**src/rtl/instr_encoder.sv**
```systemverilog
// RV32 instruction-word assembler: check stage then output register, 2-cycle latency, 1 word/cycle.
// Stalls in_ready only when both stages hold words and out_ready is low; rejected requests never occupy the pipe.
module instr_encoder #(
  parameter int CNT_W       = 16,
  parameter bit CHECK_RANGE = 1'b1
) (
  input  logic             clk,
  input  logic             rst_n,
  input  logic             in_valid,
  output logic             in_ready,
  input  logic [2:0]       in_type,
  input  logic [4:0]       in_rd,
  input  logic [4:0]       in_rs1,
  input  logic [4:0]       in_rs2,
  input  logic [2:0]       in_funct3,
  input  logic [6:0]       in_funct7,
  input  logic [31:0]      in_imm,
  output logic             out_valid,
  input  logic             out_ready,
  output logic [31:0]      instruction_word,
  output logic [2:0]       out_type,
  output logic             err,
  output logic [CNT_W-1:0] inst_count,
  output logic [CNT_W-1:0] err_count
);

  localparam logic [2:0] TY_R = 3'd0;
  localparam logic [2:0] TY_I = 3'd1;
  localparam logic [2:0] TY_S = 3'd2;
  localparam logic [2:0] TY_B = 3'd3;
  localparam logic [2:0] TY_U = 3'd4;
  localparam logic [2:0] TY_J = 3'd5;

  localparam logic [6:0] OP_R = 7'b0110011;
  localparam logic [6:0] OP_I = 7'b0000011;
  localparam logic [6:0] OP_S = 7'b0100011;
  localparam logic [6:0] OP_B = 7'b1100011;
  localparam logic [6:0] OP_U = 7'b0110111;
  localparam logic [6:0] OP_J = 7'b1101111;

  localparam logic [CNT_W-1:0] CNT_ONE = {{(CNT_W-1){1'b0}}, 1'b1};

  logic             r_rst_done;
  logic             r_s1_vld;
  logic [31:0]      r_s1_word;
  logic [2:0]       r_s1_type;
  logic             r_s2_vld;
  logic [31:0]      r_s2_word;
  logic [2:0]       r_s2_type;
  logic             r_err;
  logic [CNT_W-1:0] r_inst_cnt;
  logic [CNT_W-1:0] r_err_cnt;

  logic [31:0]      w_word;
  logic             w_type_bad;
  logic             w_align_bad;
  logic             w_range_bad;
  logic             w_illegal;
  logic             w_fit12;
  logic             w_fit13;
  logic             w_fit21;
  logic             w_accept;
  logic             w_s2_free;
  logic             w_out_hs;

  // An immediate fits in N signed bits when all bits above N-1 replicate the sign.
  assign w_fit12 = (in_imm[31:11] == {21{in_imm[31]}});
  assign w_fit13 = (in_imm[31:12] == {20{in_imm[31]}});
  assign w_fit21 = (in_imm[31:20] == {12{in_imm[31]}});

  always_comb begin
    w_word      = '0;
    w_type_bad  = 1'b0;
    w_align_bad = 1'b0;
    w_range_bad = 1'b0;
    case (in_type)
      TY_R: w_word = {in_funct7, in_rs2, in_rs1, in_funct3, in_rd, OP_R};
      TY_I: begin
        w_word      = {in_imm[11:0], in_rs1, in_funct3, in_rd, OP_I};
        w_range_bad = !w_fit12;
      end
      TY_S: begin
        w_word      = {in_imm[11:5], in_rs2, in_rs1, in_funct3, in_imm[4:0], OP_S};
        w_range_bad = !w_fit12;
      end
      TY_B: begin
        w_word      = {in_imm[12], in_imm[10:5], in_rs2, in_rs1, in_funct3,
                       in_imm[4:1], in_imm[11], OP_B};
        w_align_bad = in_imm[0];
        w_range_bad = !w_fit13;
      end
      TY_U: begin
        w_word      = {in_imm[31:12], in_rd, OP_U};
        w_range_bad = (in_imm[11:0] != 12'd0);
      end
      TY_J: begin
        w_word      = {in_imm[20], in_imm[10:1], in_imm[11], in_imm[19:12], in_rd, OP_J};
        w_align_bad = in_imm[0];
        w_range_bad = !w_fit21;
      end
      default: w_type_bad = 1'b1;
    endcase
  end

  assign w_illegal = w_type_bad | w_align_bad | (CHECK_RANGE & w_range_bad);

  // Stage 1 may refill in the same cycle it drains into stage 2.
  assign w_s2_free = !r_s2_vld | out_ready;
  assign w_out_hs  = r_s2_vld & out_ready;
  assign in_ready  = r_rst_done & (!r_s1_vld | w_s2_free);
  assign w_accept  = in_valid & in_ready;

  always_ff @(posedge clk or negedge rst_n) begin
    if (!rst_n) begin
      r_rst_done <= 1'b0;
    end else begin
      r_rst_done <= 1'b1;
    end
  end

  always_ff @(posedge clk or negedge rst_n) begin
    if (!rst_n) begin
      r_s1_vld  <= 1'b0;
      r_s1_word <= '0;
      r_s1_type <= '0;
    end else if (w_accept && !w_illegal) begin
      r_s1_vld  <= 1'b1;
      r_s1_word <= w_word;
      r_s1_type <= in_type;
    end else if (w_s2_free) begin
      r_s1_vld  <= 1'b0;
    end
  end

  always_ff @(posedge clk or negedge rst_n) begin
    if (!rst_n) begin
      r_s2_vld  <= 1'b0;
      r_s2_word <= '0;
      r_s2_type <= '0;
    end else if (w_s2_free) begin
      r_s2_vld <= r_s1_vld;
      if (r_s1_vld) begin
        r_s2_word <= r_s1_word;
        r_s2_type <= r_s1_type;
      end
    end
  end

  always_ff @(posedge clk or negedge rst_n) begin
    if (!rst_n) begin
      r_err      <= 1'b0;
      r_inst_cnt <= '0;
      r_err_cnt  <= '0;
    end else begin
      r_err <= w_accept & w_illegal;
      if (w_out_hs && (r_inst_cnt != {CNT_W{1'b1}})) begin
        r_inst_cnt <= r_inst_cnt + CNT_ONE;
      end
      if (w_accept && w_illegal && (r_err_cnt != {CNT_W{1'b1}})) begin
        r_err_cnt <= r_err_cnt + CNT_ONE;
      end
    end
  end

  assign out_valid        = r_s2_vld;
  assign instruction_word = r_s2_word;
  assign out_type         = r_s2_type;
  assign err              = r_err;
  assign inst_count       = r_inst_cnt;
  assign err_count        = r_err_cnt;

endmodule

```
**config.mk**
```make
export PLATFORM = sky130hd
export DESIGN_NAME = instr_encoder
export DESIGN_NICKNAME = d
export VERILOG_FILES = /design/src/rtl/instr_encoder.sv
export SDC_FILE = /design/constraint.sdc
export NUM_CORES = 1
export LEC_CHECK = 0
export CAP_MARGIN = 20
export CORE_UTILIZATION = 45
export DETAILED_ROUTE_END_ITERATION = 8
export PLACE_DENSITY_LB_ADDON = 0.2
export SYNTH_ARGS = -nofsm -noshare
export SYNTH_HDL_FRONTEND = slang
export SYNTH_SLANG_ARGS = --single-unit
```
**constraint.sdc**
```tcl
create_clock -name clk -period 4.4 [get_ports clk]
set_input_delay 0.88 -clock clk [delete_from_list [all_inputs] [get_ports clk]]
set_output_delay 0.88 -clock clk [all_outputs]
set_load 0.005 [all_outputs]
```
==> flow_summary_export.csv, run 1 <==
group,metric,value,unit
yosys,yosys-top-cells-count,"dfrtp_1, mux2_2, nor2_1",
timing,fin_crit,3.403,ns
detailed_routing,drt-total-wl,11.80,mm
yosys,yosysTopAreaCellShare,52.97,%
detailed_routing,route.detailed.drc,0,
yosys,synth_top_area_cell,"dfrtp_1",
final_layout,area_delta_synth_final,32.44,%
hold_path,worstHoldPathCells,1,
placed_design,port-buffer-count,133,
yosys,synth-edff-count,0,
detailed_routing,vias,3843,
yosys,ys_seq_elements,104,
cts,cts_resized,0,
cts,cts_tree,"yes",
timing,finalCritPeriodShare,77.35,%
placed_design,gp_congestion,0.9040,
critical_path,rr_endpoint,"err_count[1]$_DFFE_PN0P_",
critical_path,endpoint_kind,"register",
yosys,synth_cells,447,
floorplan,fp.dieW,106.5,um
cts,cts_hold_buf,0,
final_layout,fin_cells,712,
critical_path,crit_start,"in_type[2]",
timing,setup_viol,0,
run,maxCapViolCount,0,
global_route,grt_overflow,0,
global_route,antenna_found_initial,0,
cts,ctsHtreeMaxLevel,3,
yosys,ys_async_sr_fraction,100.0,%
timing,finalHoldViolations,0,
timing,rsz0062_at_grt,"no",
yosys,synthFlopType,"dfrtp_1",
timing,max_slew_margin,28.26,%
placed_design,place_inst,696,
yosys,synth.distinct_cells,50,
final_layout,drive_above_1_share,13.02,%
detailed_routing,viasPerCell,5.397,
timing,slew_violations,0,
yosys,synth.avg_cell_area,10.99,um2
detailed_routing,first_pass_iters,4,
floorplan,rows,37,
critical_path,cp-start-kind,"input pin",
cts,cts_buffers,9,
final_layout,diodes,0,
floorplan,dieArea,11340,um2
cts,path_clk_slew,0.10,ns
floorplan,start_util,46.96,%
timing,fin_setup_tns,0,ns
global_route,grt_pass1_vias,3835,
detailed_routing,ant_nets,0,
yosys,synth_most_common_cell,"dfrtp_1",
cts,cts-root-buf,"clkbuf_8",
yosys,yosys-top-cells-area,"dfrtp_1, mux2_2, a21oi_1",
pwr,p_per_area,395.3,nW/um2
critical_path,r2r_slack,1.68,ns
cts,clk_latency,0.36,ns
critical_path,cp_data_arrival_time,3.65,ns
hold_path,hp-class,"register to register",
status,status,"finished, final reports clean",
critical_path,reg2reg_from,"err_count[0]$_DFFE_PN0P_",
critical_path,critical_path.max_fanout,16,
hold_path,min_from,"r_s1_word[1]$_DFFE_PN0P_",
final_layout,nets,637,
timing,skew,0.01421,ns
timing,fmax,293.8,MHz
floorplan,die_h,106.5,um
global_route,grt_use_total,22.08,%
floorplan,core_area,10460,um2
global_route,grt_pass1_wl,19.44,mm
hold_path,worst_hold_path.endpoint,"r_s1_word[1]$_DFFE_PN0P_",
critical_path,critPathKind,"input pin to register",
cts,post_cts_buffers,0,
pwr,irDropWorstVdd,0.0001949,V
critical_path,required,4.65,ns
yosys,yosysWarnings,0,
placed_design,place_hpwl,8.679,mm
detailed_routing,drt_iter0_markers,256,
floorplan,io_pins,134,
detailed_routing,post_drt_wl_per_cell,16.57,um
yosys,synth-seq-area-share,52.97,%
timing,tightest_slew,1.072,ns
cts,ctsLongestPathBuffers,2,
cts,clock_sinks,104,
yosys,syn-num-nets,513,
pwr,total_leakage_power,0.002786,uW
critical_path,r2r_cells,7,
global_route,grt_max_degree,69,
yosys,netlist_area,4913,um2
-- cells in the final DEF (no fill, tap or decap), types with 6 or more instances in the layout --
cell,count
a21oi_1,35
o21ai_0,15
clkbuf_8,10
mux2_2,39
nand3_1,15
nor4_1,10
a22oi_1,17
nand2_1,32
nor2_1,37
dfrtp_1,104
nand4_1,15
xor2_1,16
clkdlybuf4s50_1,132
buf_4,6
xnor2_1,12
mux2i_1,7
nor2b_1,9
nor3_1,9
-- how the worst max path moves through the flow --
stage	slack (ns)	end	depth (start not counted)
CTS	1.10	err_count[15]$_DFFE_PN0P_	6
global placement	0.76	err_count[15]$_DFFE_PN0P_	6
global route	0.86	err_count[15]$_DFFE_PN0P_	6
detailed placement	0.72	err_count[15]$_DFFE_PN0P_	6
finish	1.0	err_count[15]$_DFFE_PN0P_	6
floorplan	1.90	r_s1_word[4]$_DFFE_PN0P_	7
-- routing by layer --
metal  vias up  GRT usage (%)  wire length, um
li1       1851              -                -
met1      1875          30.37             5462
met2       101          36.13             5667
met3        16          3.066              473
met4         0          7.143              197
met5         -              0                0
-- final cells by class --
type / instances / area, um2
Fill cell: 866 / 3955
Inverter: 5 / 18.77
Sequential cell: 104 / 2603
Clock inverter: 6 / 51.30
Timing Repair Buffer: 139 / 1386
Multi-Input combinational cell: 312 / 2141
Clock buffer: 10 / 137.6
Tap cell: 136 / 170.2
-- through the flow --
step | utilization, % | cell area [um2] | hold WS [ns] | total power [uW] | setup WS (ns)
finish | 62.20 | 6507 | 0.4766 | 2572 | 0.9967
global route | 62.20 | 6507 | 0.5136 | 2731 | 0.8601
CTS | 62.20 | 6507 | 0.4848 | 2603 | 1.097
detailed placement | 60.39 | 6319 | 0.4603 | 2030 | 0.7159
global placement | 60.39 | 6319 | 0.4536 | 2002 | 0.7642
floorplan | - | 4913 | 0.4355 | 1596 | 1.897
-- registers in the layout, indices dropped and copies added, names as in the netlist --
register and flops:
instruction_word 31, r_s1_word 31, err_count 16, inst_count 16
out_type 3, r_s1_type 3, err 1, out_valid 1
r_rst_done 1, r_s1_vld 1
-- logic make-up (layout without fill, tap and decap cells) --
logic type	count (synthesis)	count (layout)	synth area share, %
other	1	1	0.07632
DFF	104	104	52.97
buffers and inverters	31	160	3.514
adders and majority gates	2	2	0.5092
xor gates and xnor gates	28	28	4.991
and+or+nand+nor	151	151	16.35
AOI/OAI and AO/OA	82	82	10.77
muxes	48	48	10.82
-- power by group --
part	internal, uW	total, uW	switching, uW
logic	432	683	251
clock network	231	569	338
registers	1180	1320	143
total	1840	2570	732
-- worst max-delay path, stage by stage --
cell and delay (ns):
clkdlybuf4s50_1 0.74, nor2_1 0.48, o311ai_1 0.29, and3_1 0.46, nor4_1 0.43, mux2_1 0.36
(Power assumes the default switching activity.)
==> run 2: changes to the inputs <==
CORE_UTILIZATION = 44   (was 45)
clock period = 3.1 ns   (was 4.4 ns; I/O delays follow)
==> run 2 against run 1 <==
Against the previous run: design area is 3.2% higher; critical endpoint unchanged; largest power group unchanged; setup slack worse by 0.53 ns; global-route usage is 0.34 points lower; clock-buffer cell count is 1 higher; die area is 2.2% higher; largest cell class unchanged; core utilization decreased by 0.26 points; highest routed layer unchanged; sequential power grew 42%; clock power increased by 86%; clock skew decreased by 0.0056 ns.
==> flow_summary_export.csv, run 2 (synthesized netlist as in run 1, its figures left out) <==
group,metric,value,unit
hold_path,hp-class,"input pin to async pin",
final_layout,final_common_cell,"clkdlybuf4s50_1",
critical_path,cp_data_arrival_time,2.88,ns
floorplan,start_util,45.33,%
placed_design,gp_congestion,0.8767,
timing,tightest_slew,0.7987,ns
critical_path,critical_path_buf_inv_count,1,
timing,fmax,379.7,MHz
critical_path,slowest_stage,"and3_1",
timing,fin_crit,2.634,ns
final_layout,stdcell_area,6714,um2
timing,slew_violations,0,
critical_path,r2r_cells,8,
cts,clk_latency,0.36,ns
detailed_routing,ant_nets,0,
detailed_routing,post_drt_wl_per_cell,16.38,um
critical_path,path_cells,"clkdlybuf4s50_1, nor4_1, a41oi_2, a32oi_1, and3_1, nor4_1, mux2_1",
detailed_routing,first_pass_iters,4,
floorplan,io_pins,134,
run,maxCapViolCount,0,
pwr,p_sw_share,25.54,%
pwr,p_total,3915,uW
cts,clock_sinks,104,
cts,cts_resized,0,
pwr,total_leakage_power,0.002895,uW
timing,finalHoldViolations,0,
final_layout,final_cell_mix,"clkdlybuf4s50_1, dfrtp_1, mux2_2, nor2_1, a21oi_1",
pwr,switchingPower,999.9,uW
cts,ctsLongestPathBuffers,2,
critical_path,cp-start-kind,"input pin",
final_layout,nets,651,
timing,skew,0.008630,ns
detailed_routing,route.detailed.drc,0,
global_route,grt_use_total,21.75,%
critical_path,critical_path.max_fanout,10,
critical_path,endpoint_kind,"register",
pwr,p_clk_share,27.0,%
global_route,grt_overflow,0,
critical_path,rr_endpoint,"err_count[1]$_DFFE_PN0P_",
timing,rsz0062_at_grt,"no",
cts,post_cts_buffers,0,
pwr,p_per_area,583.1,nW/um2
global_route,grt_pass1_vias,3849,
global_route,grt_max_degree,60,
critical_path,reg2reg_from,"err_count[0]$_DFFE_PN0P_",
cts,ctsHtreeMaxLevel,3,
final_layout,finish.utilization,61.93,%
final_layout,area_delta_synth_final,36.64,%
pwr,p_int,2915,uW
status,status,"finished, final reports clean",
pwr,pwr-share-comb,25.1,%
placed_design,dpl_cell_area,6454,um2
final_layout,diodes,0,
floorplan,core_area,10840,um2
timing,finalCritPeriodShare,84.96,%
critical_path,cpPeakStageDelay,0.47,ns
floorplan,rows,38,
critical_path,critical-path-top-delay-family,"simple AND/OR/NAND/NOR gates",
detailed_routing,viasPerCell,5.364,
placed_design,port-buffer-count,133,
timing,setup_viol,0,
floorplan,die_h,107.7,um
floorplan,dieArea,11590,um2
cts,cts_hold_buf,0,
placed_design,place_hpwl,9.006,mm
cts,path_clk_slew,0.09,ns
floorplan,fp.dieW,107.7,um
critical_path,critPathKind,"input pin to register",
timing,max_slew_margin,46.56,%
cts,cts_tree,"yes",
timing,fin_setup_tns,0,ns
detailed_routing,vias,3916,
global_route,grt_pass1_wl,19.33,mm
pwr,seq_power_share,47.9,%
cts,cts-root-buf,"clkbuf_8",
cts,cts_buffers,9,
detailed_routing,drt-total-wl,11.96,mm
critical_path,required,3.35,ns
global_route,antenna_found_initial,0,
final_layout,drive_above_1_share,14.75,%
critical_path,r2r_slack,0.92,ns
pwr,irDropWorstVdd,0.0003264,V
critical_path,cp_common_cell,"nor4_1",
detailed_routing,drt_iter0_markers,157,
==> run 2: area by class of cell <==
cell class | instances | area (um2)
Sequential cell | 104 | 2603
Tap cell | 140 | 175.2
Multi-Input combinational cell | 312 | 2141
Timing Repair Buffer | 153 | 1516
Clock buffer | 11 | 131.4
Inverter | 5 | 18.77
Clock inverter | 5 | 128.9
Fill cell | 887 | 4126
==> run 2: worst register-to-register path, stage by stage (launching register included) <==
cell and delay, ns:
dfrtp_1 0.42, ha_1 0.22, nand2_1 0.09, nor3_1 0.39
nand4_1 0.18, nor2_1 0.14, buf_4 0.23, nor3_2 0.08
mux2_1 0.32
==> run 2: metal layers <==
layer / wire length [um] / global-route usage, % / vias up / share of wire (%)
met5: 0 / 0 / - / 0
met4: 360 / 10.47 / 0 / 3.0
met3: 638 / 3.814 / 27 / 5.3
met2: 5558 / 34.48 / 120 / 46
met1: 5397 / 28.86 / 1887 / 45
li1: - / - / 1882 / -
==> run 2: through the flow <==
step	setup WS [ns]	hold slack [ns]	cells
floorplan	0.8573	0.3244	447
global placement	0.05690	0.4458	714
detailed placement	0.1325	0.4524	714
CTS	0.5028	0.2780	730
global route	0.3563	0.3090	730
finish	0.4661	0.2673	730
==> run 2: worst max-delay path by stage <==
stage,endpoint,slack [ns],depth (start not counted),from
6_report,err_count[15]$_DFFE_PN0P_,0.47,7,in_imm[10]
5_1_grt,err_count[15]$_DFFE_PN0P_,0.36,8,in_imm[4]
4_1_cts,err_count[15]$_DFFE_PN0P_,0.50,7,in_imm[10]
3_5_place_dp,err_count[15]$_DFFE_PN0P_,0.13,8,in_imm[4]
3_3_place_gp,err_count[15]$_DFFE_PN0P_,0.06,8,in_imm[4]
2_1_floorplan,r_s1_word[4]$_DFFE_PN0P_,0.86,7,in_imm[0]
==> run 2: power by group through the flow <==
stage               Sequential, uW  Combinational, uW  Clock [uW]
global placement              1890                972           0
detailed placement            1910                992           0
floorplan                     1870                393           0
finish                        1870                982        1060
CTS                           1880                998        1090
global route                  1920               1080        1140
